File: src/rtl/mc_pkg.sv
// Shared encodings for the multi-cycle main controller: states, decode keys
// and the datapath select codes driven back to fetch and the datapath.
package mc_pkg;

  typedef enum logic [3:0] {
    S_FETCH  = 4'd0,
    S_DECODE = 4'd1,
    S_EXE    = 4'd2,
    S_MEMADR = 4'd3,
    S_MEMRD  = 4'd4,
    S_MEMWR  = 4'd5,
    S_WB     = 4'd6,
    S_BR     = 4'd7,
    S_JMP    = 4'd8
  } state_t;

  localparam logic [5:0] OP_RTYPE = 6'b000000;
  localparam logic [5:0] OP_ORI   = 6'b001101;
  localparam logic [5:0] OP_LUI   = 6'b001111;
  localparam logic [5:0] OP_LW    = 6'b100011;
  localparam logic [5:0] OP_SW    = 6'b101011;
  localparam logic [5:0] OP_BEQ   = 6'b000100;
  localparam logic [5:0] OP_J     = 6'b000010;
  localparam logic [5:0] OP_JAL   = 6'b000011;

  localparam logic [5:0] FN_ADDU = 6'b100001;
  localparam logic [5:0] FN_SUBU = 6'b100011;
  localparam logic [5:0] FN_JR   = 6'b001000;

  localparam logic [1:0] NPC_PC4 = 2'b00;
  localparam logic [1:0] NPC_BR  = 2'b01;
  localparam logic [1:0] NPC_JMP = 2'b10;
  localparam logic [1:0] NPC_JR  = 2'b11;

  localparam logic [1:0] RD_RT = 2'b00;
  localparam logic [1:0] RD_RD = 2'b01;
  localparam logic [1:0] RD_RA = 2'b10;

  localparam logic [1:0] M2R_ALU = 2'b00;
  localparam logic [1:0] M2R_MEM = 2'b01;
  localparam logic [1:0] M2R_PC4 = 2'b10;

  localparam logic [1:0] ALU_ADD = 2'b00;
  localparam logic [1:0] ALU_SUB = 2'b01;
  localparam logic [1:0] ALU_OR  = 2'b10;

  localparam logic [1:0] EXT_ZERO = 2'b00;
  localparam logic [1:0] EXT_SIGN = 2'b01;
  localparam logic [1:0] EXT_LUI  = 2'b10;

  // Exactly one bit set for any IR value; nop covers every unknown encoding.
  typedef struct packed {
    logic r_alu;
    logic ori;
    logic lui;
    logic lw;
    logic sw;
    logic beq;
    logic j;
    logic jal;
    logic jr;
    logic nop;
  } iclass_t;

endpackage

File: src/rtl/mc_decode.sv
// Combinational opcode/funct decode into a one-hot instruction class.
module mc_decode
  import mc_pkg::*;
(
  input  logic [5:0] i_op,
  input  logic [5:0] i_fn,
  output iclass_t    o_cls
);

  always_comb begin
    o_cls = '0;
    unique case (i_op)
      OP_RTYPE: begin
        unique case (i_fn)
          FN_ADDU, FN_SUBU: o_cls.r_alu = 1'b1;
          FN_JR:            o_cls.jr    = 1'b1;
          default:          o_cls.nop   = 1'b1;
        endcase
      end
      OP_ORI:  o_cls.ori = 1'b1;
      OP_LUI:  o_cls.lui = 1'b1;
      OP_LW:   o_cls.lw  = 1'b1;
      OP_SW:   o_cls.sw  = 1'b1;
      OP_BEQ:  o_cls.beq = 1'b1;
      OP_J:    o_cls.j   = 1'b1;
      OP_JAL:  o_cls.jal = 1'b1;
      default: o_cls.nop = 1'b1;
    endcase
  end

endmodule

File: src/rtl/mc_ctrl.sv
// Multi-cycle Moore controller: latches IR, sequences each instruction and
// drives PC-update and datapath controls plus a retired-instruction counter.
module mc_ctrl
  import mc_pkg::*;
#(
  parameter int RET_W = 16
) (
  input  logic             clk,
  input  logic             rst,
  input  logic [31:0]      instr,
  input  logic             zero,
  output logic             ir_wr,
  output logic             pc_wr,
  output logic [1:0]       npc_sel,
  output logic             j_sel,
  output logic             reg_wr,
  output logic [1:0]       reg_dst,
  output logic [1:0]       mem_to_reg,
  output logic             alu_src,
  output logic [1:0]       alu_op,
  output logic [1:0]       ext_op,
  output logic             mem_wr,
  output logic             retire,
  output logic [RET_W-1:0] ret_cnt,
  output logic [3:0]       state
);

  state_t           r_state;
  state_t           w_next;
  logic [31:0]      r_ir;
  logic [RET_W-1:0] r_ret_cnt;
  iclass_t          w_cls;
  logic             w_sub;
  logic             w_unused_ir;

  logic       w_ir_wr, w_pc_wr, w_j_sel, w_reg_wr, w_alu_src, w_mem_wr, w_retire;
  logic [1:0] w_npc_sel, w_reg_dst, w_mem_to_reg, w_alu_op, w_ext_op;

  // Register fields are consumed by the datapath, not by this controller.
  assign w_unused_ir = ^r_ir[25:6];
  assign w_sub       = (r_ir[5:0] == FN_SUBU);

  mc_decode u_decode (
    .i_op  (r_ir[31:26]),
    .i_fn  (r_ir[5:0]),
    .o_cls (w_cls)
  );

  always_ff @(posedge clk or posedge rst) begin
    if (rst) begin
      r_state   <= S_FETCH;
      r_ir      <= '0;
      r_ret_cnt <= '0;
    end else begin
      r_state <= w_next;
      if (r_state == S_FETCH) r_ir <= instr;
      if (w_retire) r_ret_cnt <= r_ret_cnt + RET_W'(1);
    end
  end

  always_comb begin
    w_next = S_FETCH;
    unique case (r_state)
      S_FETCH: w_next = S_DECODE;
      S_DECODE: begin
        if (w_cls.r_alu || w_cls.ori || w_cls.lui)   w_next = S_EXE;
        else if (w_cls.lw || w_cls.sw)               w_next = S_MEMADR;
        else if (w_cls.beq)                          w_next = S_BR;
        else if (w_cls.j || w_cls.jal || w_cls.jr)   w_next = S_JMP;
        else                                         w_next = S_FETCH;
      end
      S_EXE:    w_next = S_WB;
      S_MEMADR: w_next = w_cls.lw ? S_MEMRD : S_MEMWR;
      S_MEMRD:  w_next = S_WB;
      default:  w_next = S_FETCH;
    endcase
  end

  always_comb begin
    w_ir_wr      = 1'b0;
    w_pc_wr      = 1'b0;
    w_npc_sel    = NPC_PC4;
    w_j_sel      = 1'b0;
    w_reg_wr     = 1'b0;
    w_reg_dst    = RD_RT;
    w_mem_to_reg = M2R_ALU;
    w_alu_src    = 1'b0;
    w_alu_op     = ALU_ADD;
    w_ext_op     = EXT_ZERO;
    w_mem_wr     = 1'b0;
    w_retire     = 1'b0;
    unique case (r_state)
      S_FETCH: w_ir_wr = 1'b1;
      S_DECODE: begin
        if (w_cls.nop) begin
          w_pc_wr  = 1'b1;
          w_retire = 1'b1;
        end
      end
      S_EXE, S_WB: begin
        if (w_cls.r_alu) begin
          w_alu_op = w_sub ? ALU_SUB : ALU_ADD;
        end else if (w_cls.ori) begin
          w_alu_op  = ALU_OR;
          w_alu_src = 1'b1;
          w_ext_op  = EXT_ZERO;
        end else if (w_cls.lui) begin
          w_alu_op  = ALU_OR;
          w_alu_src = 1'b1;
          w_ext_op  = EXT_LUI;
        end
        if (r_state == S_WB) begin
          w_reg_wr     = 1'b1;
          w_reg_dst    = w_cls.r_alu ? RD_RD : RD_RT;
          w_mem_to_reg = w_cls.lw ? M2R_MEM : M2R_ALU;
          w_pc_wr      = 1'b1;
          w_retire     = 1'b1;
        end
      end
      S_MEMADR, S_MEMRD, S_MEMWR: begin
        w_alu_src = 1'b1;
        w_ext_op  = EXT_SIGN;
        if (r_state == S_MEMWR) begin
          w_mem_wr = 1'b1;
          w_pc_wr  = 1'b1;
          w_retire = 1'b1;
        end
      end
      S_BR: begin
        // zero is only meaningful here, where the ALU is comparing rs and rt.
        w_alu_op  = ALU_SUB;
        w_ext_op  = EXT_SIGN;
        w_npc_sel = zero ? NPC_BR : NPC_PC4;
        w_pc_wr   = 1'b1;
        w_retire  = 1'b1;
      end
      S_JMP: begin
        w_pc_wr  = 1'b1;
        w_retire = 1'b1;
        if (w_cls.jr) begin
          w_npc_sel = NPC_JR;
        end else begin
          w_npc_sel = NPC_JMP;
          w_j_sel   = 1'b1;
          if (w_cls.jal) begin
            w_reg_wr     = 1'b1;
            w_reg_dst    = RD_RA;
            w_mem_to_reg = M2R_PC4;
          end
        end
      end
      default: ;
    endcase
  end

  // Reset must silence every strobe, including the FETCH-state ir_wr.
  assign ir_wr      = w_ir_wr   & ~rst;
  assign pc_wr      = w_pc_wr   & ~rst;
  assign j_sel      = w_j_sel   & ~rst;
  assign reg_wr     = w_reg_wr  & ~rst;
  assign alu_src    = w_alu_src & ~rst;
  assign mem_wr     = w_mem_wr  & ~rst;
  assign retire     = w_retire  & ~rst;
  assign npc_sel    = rst ? 2'b00 : w_npc_sel;
  assign reg_dst    = rst ? 2'b00 : w_reg_dst;
  assign mem_to_reg = rst ? 2'b00 : w_mem_to_reg;
  assign alu_op     = rst ? 2'b00 : w_alu_op;
  assign ext_op     = rst ? 2'b00 : w_ext_op;
  assign ret_cnt    = r_ret_cnt;
  assign state      = r_state;

endmodule

File: config.mk
export PLATFORM = sky130hd
export DESIGN_NAME = mc_ctrl
export DESIGN_NICKNAME = d
export VERILOG_FILES = /design/src/rtl/mc_pkg.sv /design/src/rtl/mc_decode.sv /design/src/rtl/mc_ctrl.sv
export SDC_FILE = /design/constraint.sdc
export NUM_CORES = 1
export LEC_CHECK = 0
export CAP_MARGIN = 20
export CORE_ASPECT_RATIO = 0.7
export CORE_MARGIN = 2
export CORE_UTILIZATION = 40
export CTS_CLUSTER_DIAMETER = 60
export DETAILED_ROUTE_END_ITERATION = 10
export PLACE_DENSITY = 0.85
export SLEW_MARGIN = 40
export SYNTH_ARGS = -nofsm -noshare
export SYNTH_HDL_FRONTEND = slang
export SYNTH_SLANG_ARGS = --single-unit
File: constraint.sdc
create_clock -name clk -period 5.2 [get_ports clk]
set_input_delay 0.52 -clock clk [delete_from_list [all_inputs] [get_ports clk]]
set_output_delay 0.52 -clock clk [all_outputs]
set_load 0.02 [all_outputs]
# Yosys cells after proc, flatten, opt, wreduce, memory -nomap -nowiden
# Cells that the tools add are included.
[op_classes]
n_eq_ne = 18
addsub = 1
reduce_logical = 15
n_bitwise = 7
n_mux = 58
[ops]
columns = ["op", "n"]
rows = [
  ["$mux W1", 32],
  ["$eq A6 B6 Y1 const B", 4],
  ["$mux W2", 12],
  ["$pmux W2 S2", 5],
  ["$eq A6 B4 Y1 const B", 3],
  ["$add A16 B1 Y16 const B", 1],
  ["$eq A4 B3 Y1 const B", 4],
  ["$mux W4", 4],
  ["$pmux W4 S4", 1],
  ["$eq A6 B2 Y1 const B", 2],
  ["$eq A4 B2 Y1 const B", 2],
  ["$reduce_or A2 Y1", 4],
  ["$reduce_or A7 Y1", 1],
  ["$and A1 B1 Y1", 6],
  ["$eq A6 B3 Y1 const B", 1],
  ["$logic_not A6 Y1", 1],
  ["$pmux W1 S2", 3],
  ["$reduce_or A3 Y1", 2],
  ["$logic_or A1 B1 Y1", 5],
  ["$eq A4 B1 Y1 const B", 1],
  ["$eq A4 B4 Y1 const B", 1],
  ["$logic_not A4 Y1", 1],
  ["$pmux W1 S4", 1],
  ["$reduce_or A4 Y1", 1],
  ["$not A1 Y1", 1],
]
[totals]
output_inout_bits = 37
wordCells = 102
register_bits = 52

# Depth between registers and ports, before layout
# Gate-level depths: netlist of run 1.
[logic_depth]
depth_word = 9
ltp_mapped = 7
depth_no_buf = 6

# By module
# From an unflattened synthesis of run 1, not the netlist that was laid out.
[hier_totals]
hier_cells = 186
hier_area_um2 = 1838.0
[modules_own_cells]
columns = ["module", "cells_each", "area_each_um2", "instances"]
rows = [
  ["mc_ctrl", 158, 1666.6, 1],
  ["mc_decode", 28, 171.4, 1],
]

# Worst setup path before layout of run 1
# OpenSTA, ideal clock, no wires.
[synth_timing]
path_kind = "register to output"
from = "reg r_state[1] (netlist: state[1])"
to = "out reg_wr"
path_slack_ps = 2768
arrival_time_ps = 1912
stages_incl_launch_ff = 6
n_path_buf = 0
path_cell_list = "dfrtp_1 -> nor3_1 -> nand2_1 -> nor2_1 -> and4_1 -> o21bai_1"
[synth_between]
elab_chain_len = 4
elab_cells_between_ends = 7
[synth_lines]
columns = ["element", "line", "source"]
rows = [
  ["start, declared", "mc_ctrl.sv:28", "state_t r_state;"],
  ["start signal, assigned", "mc_ctrl.sv:55", "r_state <= w_next;"],
  ["$eq A4 B3 Y1 / $eq A4 B2 Y1 (equally long branches)", "mc_ctrl.sv:92, mc_ctrl.sv:112", ""],
  ["$mux W1 / $reduce_or A2 Y1 (equally long branches)", "mc_ctrl.sv:112, mc_ctrl.sv:92", ""],
  ["$pmux W1 S2 (*)", "mc_ctrl.sv:92", "unique case (r_state)"],
  ["$and A1 B1 Y1 (*)", "mc_ctrl.sv:160", "assign reg_wr = w_reg_wr & ~rst;"],
  ["end, declared", "mc_ctrl.sv:16", "output logic reg_wr,"],
]
# Mark *: on every way between the ends. The rest lies on a longest branch, timed or not.

# Final worst setup path of run 1
[layout_timing]
from = "reg r_ir[29]"
to = "out pc_wr"
[layout_between]
elab_chain_len = 6
elab_cells_between_ends = 13
[layout_lines]
columns = ["element", "line", "source"]
rows = [
  ["start, declared", "mc_ctrl.sv:30", "logic [31:0] r_ir;"],
  ["start signal, assigned", "mc_ctrl.sv:56", "if (r_state == S_FETCH) r_ir <= instr;"],
  ["$eq A6 B4 Y1 (tied with other cells)", "mc_decode.sv:12", "unique case (i_op)"],
  ["$reduce_or A7 Y1 (no source line)", "-", ""],
  ["$pmux W1 S2 (*)", "mc_decode.sv:12", ""],
  ["$mux W1 (*)", "mc_ctrl.sv:95", "if (w_cls.nop) begin"],
  ["$pmux W1 S4 (*)", "mc_ctrl.sv:92", ""],
  ["$and A1 B1 Y1 (*)", "mc_ctrl.sv:158", "assign pc_wr = w_pc_wr & ~rst;"],
  ["end, declared", "mc_ctrl.sv:13", "output logic pc_wr,"],
]
# Marks and branches as above.

==> run summary, run 1 <==
Family of cells with the greatest summed delay on the critical path: simple AND/OR/NAND/NOR gates
Top cell type's share of synthesized area: 0.4675
Aggregate negative setup slack: 0 ns
Initial detailed-routing violation count: 105
Critical path data required time: 4.68 ns
Maximum buffer depth of the clock tree: 2
Status: finished, final reports clean
Dominant cell type by area after synthesis: sky130_fd_sc_hd__dfrtp_1
Reg-to-reg slack, setup: 2.93 ns
Highest fanout seen on the critical path: 9
Final RePlAce weighted congestion: 0.8786
Global Route met3 Usage: 0.04755
Post-detailed-route count of antenna-violating nets: 0
Post-layout min period: 3.280 ns
Routing usage on met1: 0.2365
Antenna violations before repair: 0
Total routed wirelength: 3755 µm
Average via count per standard cell: 5.379
Setup fix buffers added after clock tree synthesis: 0
Number of cells produced by synthesis: 164
Fill cell total of the finished layout: 348
Clock skew after layout: 0.008173 ns
Net Count, Synth: 200
Final Max Slew Viols: 0
Global routing usage on met2: 0.2535
X dimension of the die: 82.22 µm
Setup repair after global routing missed its margin: false
Critical path's largest stage delay: 0.57 ns
Worst path arrival time: 2.76 ns
Crit path cell chain: nor4_1 -> nand4_1 -> nand3_2 -> o21ba_1 -> nor2_1 -> clkdlybuf4s50_1
Setup violators final: 0
Maximum VDD drop: 0.0002418 V
Worst hold slack across all endpoints: 0.4641 ns
First-pass detailed-route iteration total: 4
Core footprint: 4018 µm²
Hold Vio Cnt, Final: 0
Total congestion overflow: 0
Total number of clock tree sinks: 32
Leak: 0.9512 nW
Maximum number of pins on one net before global-route repair: 34
Post-DR wirelength/cell: 13.96 µm
Vias after detailed routing: 1447
Global router's overall resource usage: 0.1691
Final period util: 0.6307
Worst slew pin tran: 0.5052 ns
Total power density per cell area: 507.1 nW/µm²
Synth area leaders: sky130_fd_sc_hd__dfrtp_1 47%, sky130_fd_sc_hd__mux2_2 7.9%, sky130_fd_sc_hd__xnor2_1 5.1%, sky130_fd_sc_hd__nand2_1 3.5%, sky130_fd_sc_hd__xor2_1 3.1%
Final HPWL DP: 2830 µm
Synth cell types: 42
Initial core utilization: 0.4263
Die outline area: 4830 µm²
Launch point of the worst reg-to-reg path: r_ir[29]
H-tree depth reported by CTS: 2
Worst slew slack as a fraction of its limit: 0.6601
Number of enable-type register cells in the synthesized netlist: 0
Resized Gates After CTS: 0
CP endpoint kind: primary output
Most used routing layer: met2
FMAX: 304.9 MHz
Post-layout worst setup margin: 1.920 ns
Clock latency reported for the late side of the worst-skew pair: 0.29 ns
Classification of the worst setup path: flip-flop to primary output
# nets final: 252
Primary flip-flop cell chosen by synthesis mapping: sky130_fd_sc_hd__dfrtp_1
Beginning of the critical path: r_ir[29]
Clock transition at the registers of the reported paths: 0.06 ns
Worst Setup Slack post-DPL: 2.199 ns
Number of placement rows: 19
Portion of the post-synthesis area used by sequential elements: 0.4675
CP startpoint kind: flip-flop
Class of the most critical hold timing path: flip-flop to flip-flop
Critical Path Slowest Stage Cell: sky130_fd_sc_hd__clkdlybuf4s50_1
Most frequent cell after synthesis: sky130_fd_sc_hd__dfrtp_1
Syn Area/Cell: 10.44 µm²
Diode count: 0
Count of hold buffers inserted by post-cts repair: 0
Synthesis-stage register bit count: 32
Min-delay src: ret_cnt[15]
Post-synth ARST share: 1.000
Clock root buffer master: sky130_fd_sc_hd__clkbuf_8
Number of clock buffers inserted by TritonCTS: 5
Number of warning messages in the yosys log: 0
DRC: 0
Number of global-route vias before repair: 1299
Boundary pin count: 72
Post-Syn Area: 1713 µm²
Wire length of the first global-routing pass: 6099 µm
Count of input and output buffers: 51
Share of final-layout standard cells stronger than drive strength 1: 0.1382
Post-synthesis to final-layout area growth: 37.98%
Combined buffer and inverter count along the critical path: 1
Vertical die dimension: 58.75 µm
Leading cell types by count after synthesis: 32 x sky130_fd_sc_hd__dfrtp_1, 16 x sky130_fd_sc_hd__nand2_1, 12 x sky130_fd_sc_hd__mux2_2
MaxCap Viol Count: 0
CTS tree: built
worst paths after layout:
kind	to	cells after the start
worst max-delay path	pc_wr	6
worst min-delay path	ret_cnt[15]	1
worst max register to register	ret_cnt[15]	6
worst min register to register	ret_cnt[15]	1
max in group asynchronous	ret_cnt[12]	3
min in group asynchronous	state[0]	3
cell type report:
class,count,area [µm²],area share
multi-input combinational,122,857.1,0.3626
sequential,32,800.8,0.3388
timing repair buffer,53,525.5,0.2223
clock buffer,6,72.57,0.03070
tap,52,65.06,0.02753
clock inverter,2,35.03,0.01482
inverter,2,7.507,0.003176
per-layer routing:
layer  up-vias  wire (µm)
li1        691          -
met1       691       1772
met2        60       1661
met3         5        300
met4         0         21
met5         -          0
where the power goes:
part           switching (mW)  total, mW  internal (mW)
registers               0.123      0.456          0.333
logic                   0.245      0.509          0.265
clock network          0.0915      0.234          0.142
total                   0.459       1.20          0.740
flip-flops by register name, indices dropped and copies added, names as in the netlist:
| name | count |
|---|---|
| ret_cnt | 16 |
| r_ir | 12 |
| state | 4 |
metrics by stage:
| step | util | power (mW) | cells | instance area (µm²) |
|---|---|---|---|---|
| finish | 0.5883 | 1.199 | 269 | 2364 |
| global route | 0.5883 | 1.276 | 269 | 2364 |
| CTS | 0.5883 | 1.208 | 269 | 2364 |
| detailed placement | 0.5615 | 0.9722 | 261 | 2256 |
| global placement | 0.5615 | 0.9535 | 261 | 2256 |
| floorplan | - | 0.7963 | 164 | 1713 |
cell usage in the layout (no fill, tap or decap), types with 2 or more instances in the layout:
master,instances
sky130_fd_sc_hd__buf_4,2
sky130_fd_sc_hd__o21ai_0,3
sky130_fd_sc_hd__nor4b_1,2
sky130_fd_sc_hd__a21oi_1,2
sky130_fd_sc_hd__nand2_1,16
sky130_fd_sc_hd__nand2b_1,3
sky130_fd_sc_hd__nor4b_2,2
sky130_fd_sc_hd__nor2b_1,3
sky130_fd_sc_hd__and2_1,2
sky130_fd_sc_hd__nor4_1,7
sky130_fd_sc_hd__xor2_1,6
sky130_fd_sc_hd__mux2_2,12
sky130_fd_sc_hd__clkdlybuf4s50_1,51
sky130_fd_sc_hd__and3_2,3
sky130_fd_sc_hd__a31oi_1,2
sky130_fd_sc_hd__nor2_1,11
sky130_fd_sc_hd__nor3_1,5
sky130_fd_sc_hd__nand3_1,7
sky130_fd_sc_hd__dfrtp_1,32
sky130_fd_sc_hd__clkbuf_8,5
sky130_fd_sc_hd__and4_1,2
sky130_fd_sc_hd__o21ai_1,2
sky130_fd_sc_hd__a21boi_0,2
sky130_fd_sc_hd__xnor2_1,10
sky130_fd_sc_hd__inv_1,2
sky130_fd_sc_hd__nand4_1,4
cells by family after synthesis:
family                   Yosys count  share of synthesized area
AO/OA/AOI/OAI                     18                    0.07305
XOR/XNOR                          16                    0.08181
adder cells (fa/ha/maj)            1                   0.007303
buffers and inverters             10                    0.03579
flip-flops                        32                     0.4675
multiplexers                      12                    0.07889
AND/OR/NAND/NOR                   75                     0.2557
No activity file was read; power rests on OpenSTA's default activity.
==> inputs of run 2 (changes only) <==
CORE_UTILIZATION = 38   (was 40)
clock period = 2.9 ns   (was 5.2 ns; I/O delays follow)
==> run 2 against run 1 <==
Net effect:
- clock-buffer cell count unchanged
- sequential share of layout area decreased by 0.56 points
- sequential power increased by 66%
- die area increased by 4.9%
- critical path type unchanged
- critical endpoint is now alu_op[0]
==> run summary, run 2 (same netlist as run 1, synthesis figures left out) <==
Post-synthesis to final-layout area growth: 40.32%
Vertical die dimension: 60.17 µm (+2.4%)
Maximum VDD drop: 0.0005254 V (+120%)
Setup violators final: 0 (unchanged)
DRC: 0 (unchanged)
Global router's overall resource usage: 0.1572 (-0.01195)
Critical path's largest stage delay: 0.61 ns (+0.04 ns)
Commonest cells after routing, fill and taps aside: 51 x sky130_fd_sc_hd__clkdlybuf4s50_1, 32 x sky130_fd_sc_hd__dfrtp_1, 16 x sky130_fd_sc_hd__nand2_1, 12 x sky130_fd_sc_hd__mux2_2, 11 x sky130_fd_sc_hd__nor2_1
Maximum number of pins on one net before global-route repair: 33 (-2.9%)
CTS tree: built
Total congestion overflow: 0 (unchanged)
Worst slew pin tran: 0.4514 ns (-0.05378 ns)
Vias after detailed routing: 1436 (-0.76%)
Leak: 0.9764 nW (+2.7%)
Count of input and output buffers: 51 (unchanged)
Clock transition at the registers of the reported paths: 0.07 ns (about the same)
Critical path data required time: 2.61 ns (-2.07 ns)
Final period util: 0.9477
Status: finished, final reports clean
CP endpoint kind: primary output
Clock latency reported for the late side of the worst-skew pair: 0.28 ns (about the same)
MaxCap Viol Count: 0 (unchanged)
Clock root buffer master: sky130_fd_sc_hd__clkbuf_8
Setup repair after global routing missed its margin: false
Post-detailed-route count of antenna-violating nets: 0 (unchanged)
Initial detailed-routing violation count: 126 (+20%)
Highest fanout seen on the critical path: 7 (-2)
Final Max Slew Viols: 0 (unchanged)
Number of clock buffers inserted by TritonCTS: 5 (unchanged)
Maximum buffer depth of the clock tree: 2 (unchanged)
Initial core utilization: 0.3957 (-0.03068)
Aggregate negative setup slack: 0 ns (unchanged)
Critical Path Slowest Stage Cell: sky130_fd_sc_hd__clkdlybuf4s50_1
Crit path cell chain: nor4_2 -> nand4_1 -> or3b_1 -> a21oi_1 -> clkdlybuf4s50_1
First-pass detailed-route iteration total: 4 (unchanged)
Share of power burned in registers: 0.352 (-0.028)
Final design instance area without fill: 2404 µm² (+1.7%)
Post-DR wirelength/cell: 13.48 µm (-3.4%)
Family of cells with the greatest summed delay on the critical path: simple AND/OR/NAND/NOR gates
Share of final-layout standard cells stronger than drive strength 1: 0.1704 (+0.03215)
Number of flip-flops in the largest register: 16 (unchanged)
Average via count per standard cell: 5.165 (-4.0%)
Diode count: 0 (unchanged)
Boundary pin count: 72 (unchanged)
Proportion of power drawn by combinational gates: 0.486 (+0.061)
CP startpoint kind: flip-flop
Launch point of the worst reg-to-reg path: r_ir[27]
Total power density per cell area: 891.6 nW/µm² (+76%)
Hold Vio Cnt, Final: 0 (unchanged)
Proportion of total power due to net switching: 0.3892 (+0.006558)
Number of placement rows: 20 (+1)
Classification of the worst setup path: flip-flop to primary output
Clock share of power: 0.162 (-0.033)
Clock skew after layout: 0.009417 ns (+0.001244 ns)
Antenna violations before repair: 0 (unchanged)
Internal Pwr Total: 1.309 mW (+77%)
Logic depth of the worst register-to-register path: 7 (+1)
Most common library cell in the layout ignoring fill and taps: sky130_fd_sc_hd__clkdlybuf4s50_1
Worst hold slack across all endpoints: 0.4826 ns (+0.01843 ns)
End of the worst register-to-register path: ret_cnt[13]
Combined buffer and inverter count along the critical path: 1 (unchanged)
Wire length of the first global-routing pass: 6196 µm (+1.6%)
Dpl cell area: 2305 µm² (+2.2%)
H-tree depth reported by CTS: 2 (unchanged)
Total routed wirelength: 3747 µm (-0.21%)
Terminating pin of the worst hold path: ret_cnt[15]
Number of instances on the worst hold path: 1 (unchanged)
Reg-to-reg slack, setup: 0.84 ns (-2.09 ns)
Final HPWL DP: 2800 µm (-1.1%)
Final RePlAce weighted congestion: 0.8193 (-6.7%)
Net Sw Power: 834.0 µW (+82%)
Setup fix buffers added after clock tree synthesis: 0 (unchanged)
Worst slew slack as a fraction of its limit: 0.6948 (+0.03472)
Number of global-route vias before repair: 1307 (+0.62%)
Post-layout min period: 2.748 ns
# nets final: 258 (+2.4%)
Min-delay src: ret_cnt[15]
Core footprint: 4329 µm² (+7.8%)
FMAX: 363.9 MHz
Total number of clock tree sinks: 32 (unchanged)
X dimension of the die: 84.25 µm (+2.5%)
Fill cell total of the finished layout: 396 (+14%)
Class of the most critical hold timing path: flip-flop to flip-flop
Worst path arrival time: 2.46 ns (-0.30 ns)
Die outline area: 5069 µm² (+4.9%)
## run 2: changes by cell type in the layout (fill, tap and decap cells not counted), sizes merged
cell / change
clkinv: +1
buf: +6
bufinv: -1
## run 2: per-stage QoR
stage          power [mW]  instances  setup WS (ns)    util
2_1_floorplan       1.428        164         0.6981       -
3_3_place_gp        1.767        270         0.3456  0.5324
3_5_place_dp        1.796        270         0.3076  0.5324
4_1_cts             2.164        278         0.1024  0.5552
5_1_grt             2.301        278        0.01631  0.5552
6_report            2.143        278         0.1516  0.5552
## run 2: what timing repair did
item / in CTS / in global routing
hold buffers: 0 / 0
gates resized for setup: 1 / 0
endpoints found under the setup margin: 1 / 0
## run 2: power by group through the flow
| stage | Combinational [mW] | Clock, mW | Sequential, mW |
|---|---|---|---|
| after CTS | 1.05 | 0.359 | 0.757 |
| after global placement | 1.02 | 0 | 0.748 |
| after floorplan | 0.622 | 0 | 0.806 |
| final | 1.04 | 0.347 | 0.755 |
| after detailed placement | 1.04 | 0 | 0.758 |
| after global routing | 1.14 | 0.383 | 0.781 |
## run 2: layout make-up
cell class	instances	area (µm²)	area share
Inverter	2	7.507	0.003123
Multi-Input combinational cell	122	863.3	0.3592
Clock buffer	6	82.58	0.03436
Tap cell	55	68.82	0.02863
Timing Repair Buffer	59	570.5	0.2374
Clock inverter	2	10.01	0.004164
Sequential cell	32	800.8	0.3332
## run 2: routing by layer
metal	global-route usage	vias to the layer above	part of all wire	wire length [µm]
met5	0	-	0	0
met4	0.04147	0	0.0072	27
met3	0.04144	5	0.053	197
met2	0.2381	42	0.44	1636
met1	0.2244	685	0.50	1885
li1	-	704	-	-
## run 2: worst max path at each step
| stage | to | from | slack, ns | depth (start not counted) |
|---|---|---|---|---|
| 3_3_place_gp | alu_op[0] | r_ir[27] | 0.35 | 5 |
| 5_1_grt | alu_op[0] | r_ir[27] | 0.02 | 5 |
| 2_1_floorplan | reg_wr | state[1] | 0.70 | 5 |
| 6_report | alu_op[0] | r_ir[27] | 0.15 | 5 |
| 3_5_place_dp | alu_op[0] | r_ir[27] | 0.31 | 5 |
| 4_1_cts | alu_op[0] | r_ir[27] | 0.10 | 5 |
==> inputs of run 3 (changes only) <==
--- a/config.mk
+++ b/config.mk
@@ -9,8 +9,8 @@
 export CORE_ASPECT_RATIO = 0.7
 export CORE_MARGIN = 2
-export CORE_UTILIZATION = 38
+export CORE_UTILIZATION = 25
 export CTS_CLUSTER_DIAMETER = 60
 export DETAILED_ROUTE_END_ITERATION = 10
-export PLACE_DENSITY = 0.85
+export PLACE_DENSITY = 0.63
 export SLEW_MARGIN = 40
 export SYNTH_ARGS = -nofsm -noshare
==> constraint.sdc (replaced) <==
create_clock -name clk -period 2.9 [get_ports clk]
set_input_delay 0.29 -clock clk [delete_from_list [all_inputs] [get_ports clk]]
set_output_delay 0.29 -clock clk [all_outputs]
set_load 0.01 [all_outputs]
==> run 3 against run 2 <==
Net effect:
- wire length grew 13%
- die area increased by 49%
- global-route usage shrank 4.0 points
- via count grew 0.35%
- maximum frequency is 2.3% higher
- sequential share of layout area is 1.0 points lower
- sequential power increased by 2%
- total power decreased by 0.74%
- clock-buffer cell count up 1
- register-to-register slack lost 0.17 ns
- cell count is 14% higher
- critical path depth grew 1
==> run summary, run 3 (same netlist as run 1, synthesis figures left out) <==
Total routed wirelength: 4218 µm (+13%)
Post-layout worst setup margin: 0.2122 ns (+0.06057 ns)
Post-layout min period: 2.688 ns (-0.06057 ns)
Average via count per standard cell: 4.546 (-12%)
Setup repair after global routing missed its margin: false
First-pass detailed-route iteration total: 4 (unchanged)
Number of clock buffers inserted by TritonCTS: 5 (unchanged)
Final design instance area without fill: 2479 µm² (+3.1%)
Highest fanout seen on the critical path: 9 (+2)
Hold Vio Cnt, Final: 0 (unchanged)
Worst slew pin tran: 0.4205 ns (-0.03089 ns)
Count of input and output buffers: 51 (unchanged)
X dimension of the die: 102.9 µm (+22%)
Die outline area: 7541 µm² (+49%)
CTS tree: built
Most common library cell in the layout ignoring fill and taps: sky130_fd_sc_hd__clkdlybuf4s50_1
Number of global-route vias before repair: 1418 (+8.5%)
Dpl cell area: 2361 µm² (+2.4%)
Setup fix buffers added after clock tree synthesis: 0 (unchanged)
Total Power Consumption: 2.127 mW (-0.74%)
Worst hold slack across all endpoints: 0.4707 ns (-0.01184 ns)
Clock skew after layout: 0.01007 ns (+0.0006507 ns)
Antenna violations before repair: 0 (unchanged)
Final RePlAce weighted congestion: 0.7803 (-4.8%)
Core occupancy in the finished layout: 0.3703 (-0.1849)
Final HPWL DP: 3192 µm (+14%)
Leak: 0.9835 nW (+0.73%)
Total congestion overflow: 0 (unchanged)
Diode count: 0 (unchanged)
Number of instances on the worst hold path: 1 (unchanged)
H-tree depth reported by CTS: 2 (unchanged)
Post-detailed-route count of antenna-violating nets: 0 (unchanged)
Worst slew slack as a fraction of its limit: 0.7197 (+0.02483)
Clock latency reported for the late side of the worst-skew pair: 0.28 ns (about the same)
Status: finished, final reports clean
CP endpoint kind: primary output
Initial core utilization: 0.2559 (-0.1398)
Total number of clock tree sinks: 32 (unchanged)
Share of final-layout standard cells stronger than drive strength 1: 0.1749 (+0.004484)
Final period util: 0.9268 (-0.02089)
Setup violators final: 0 (unchanged)
Clock transition at the registers of the reported paths: 0.07 ns (about the same)
Global router's overall resource usage: 0.1173 (-0.03991)
Wire length of the first global-routing pass: 6886 µm (+11%)
Core footprint: 6694 µm² (+55%)
Classification of the worst setup path: flip-flop to primary output
Total power density per cell area: 858.1 nW/µm² (-3.7%)
Maximum number of pins on one net before global-route repair: 33 (unchanged)
Boundary pin count: 72 (unchanged)
Clock root buffer master: sky130_fd_sc_hd__clkbuf_8
Commonest cells after routing, fill and taps aside: 51 x sky130_fd_sc_hd__clkdlybuf4s50_1, 32 x sky130_fd_sc_hd__dfrtp_1, 16 x sky130_fd_sc_hd__nand2_1, 12 x sky130_fd_sc_hd__mux2_2, 11 x sky130_fd_sc_hd__nor2_1
Number of placement rows: 25 (+25%)
Count of hold buffers inserted by post-cts repair: 0 (unchanged)
Vertical die dimension: 73.26 µm (+22%)
Total placed cells including tap cells: 310 (+15%)
DRC: 0 (unchanged)
Maximum VDD drop: 0.0003202 V (-39%)
Final Max Slew Viols: 0 (unchanged)
Number of standard cells in the final layout excluding fillers: 317 (+14%)
Post-DR wirelength/cell: 13.31 µm (-1.3%)
Critical path data required time: 2.61 ns (about the same)
Worst path arrival time: 2.40 ns (-0.06 ns)
Logic depth of the worst register-to-register path: 8 (+1)
MaxCap Viol Count: 0 (unchanged)
Worst Setup Slack post-DPL: 0.3515 ns (+0.04388 ns)
Number of flip-flops in the largest register: 16 (unchanged)
# nets final: 259 (+0.39%)
Resized Gates After CTS: 0 (-1)
FMAX: 372.1 MHz (+2.3%)
Vias after detailed routing: 1441 (+0.35%)
Aggregate negative setup slack: 0 ns (unchanged)
Post-synthesis to final-layout area growth: 44.70%
Initial detailed-routing violation count: 92 (-27%)
CP startpoint kind: flip-flop
Class of the most critical hold timing path: flip-flop to flip-flop
Maximum buffer depth of the clock tree: 2 (unchanged)
run 3: changes by cell type in the layout (fill, tap and decap cells not counted):
cell,change
sky130_fd_sc_hd__nor4b_1,-1
sky130_fd_sc_hd__nor4_2,-1
sky130_fd_sc_hd__clkinv_2,-2
sky130_fd_sc_hd__clkbuf_8,+1
sky130_fd_sc_hd__nor4b_2,+1
sky130_fd_sc_hd__buf_4,+1
sky130_fd_sc_hd__nor4_4,+1
run 3: cell type report:
| cell class | instances | area, µm² |
|---|---|---|
| clock buffers | 7 | 96.34 |
| well taps | 94 | 117.6 |
| fillers | 701 | 4215 |
| flip-flops and latches | 32 | 800.8 |
| inverters | 2 | 7.507 |
| multi-input cells | 122 | 878.3 |
| repair buffers | 60 | 578.1 |
run 3: worst paths after layout:
| check | from | slack, ns | end |
|---|---|---|---|
| hold reg to reg | ret_cnt[15] | 0.47 | ret_cnt[15] |
| setup reg to reg | r_ir[27] | 0.67 | ret_cnt[13] |
| min in group asynchronous | rst | 0.59 | ret_cnt[11] |
| setup / recovery | state[0] | 0.21 | reg_wr |
| hold / removal | ret_cnt[15] | 0.47 | ret_cnt[15] |
| max in group asynchronous | rst | 2.00 | ret_cnt[5] |
run 3: routing by layer:
layer	global-route usage	share of wire	vias up
met5	0	0	-
met4	0.02193	0	0
met3	0.03806	0.057	0
met2	0.1797	0.44	27
met1	0.1641	0.51	708
li1	-	-	706
run 3: where the power goes:
part / total, mW / internal (mW) / switching [mW]
combinational: 0.990 / 0.533 / 0.457
clock: 0.368 / 0.211 / 0.157
sequential: 0.769 / 0.599 / 0.170
run 3: critical path: stages, from the launching register on:
cell	delay (ns)
sky130_fd_sc_hd__dfrtp_1	0.47
sky130_fd_sc_hd__nor3_1	0.34
sky130_fd_sc_hd__nand2_1	0.16
sky130_fd_sc_hd__nor2_1	0.22
sky130_fd_sc_hd__and4_1	0.27
sky130_fd_sc_hd__o21bai_1	0.12
sky130_fd_sc_hd__clkdlybuf4s50_1	0.55
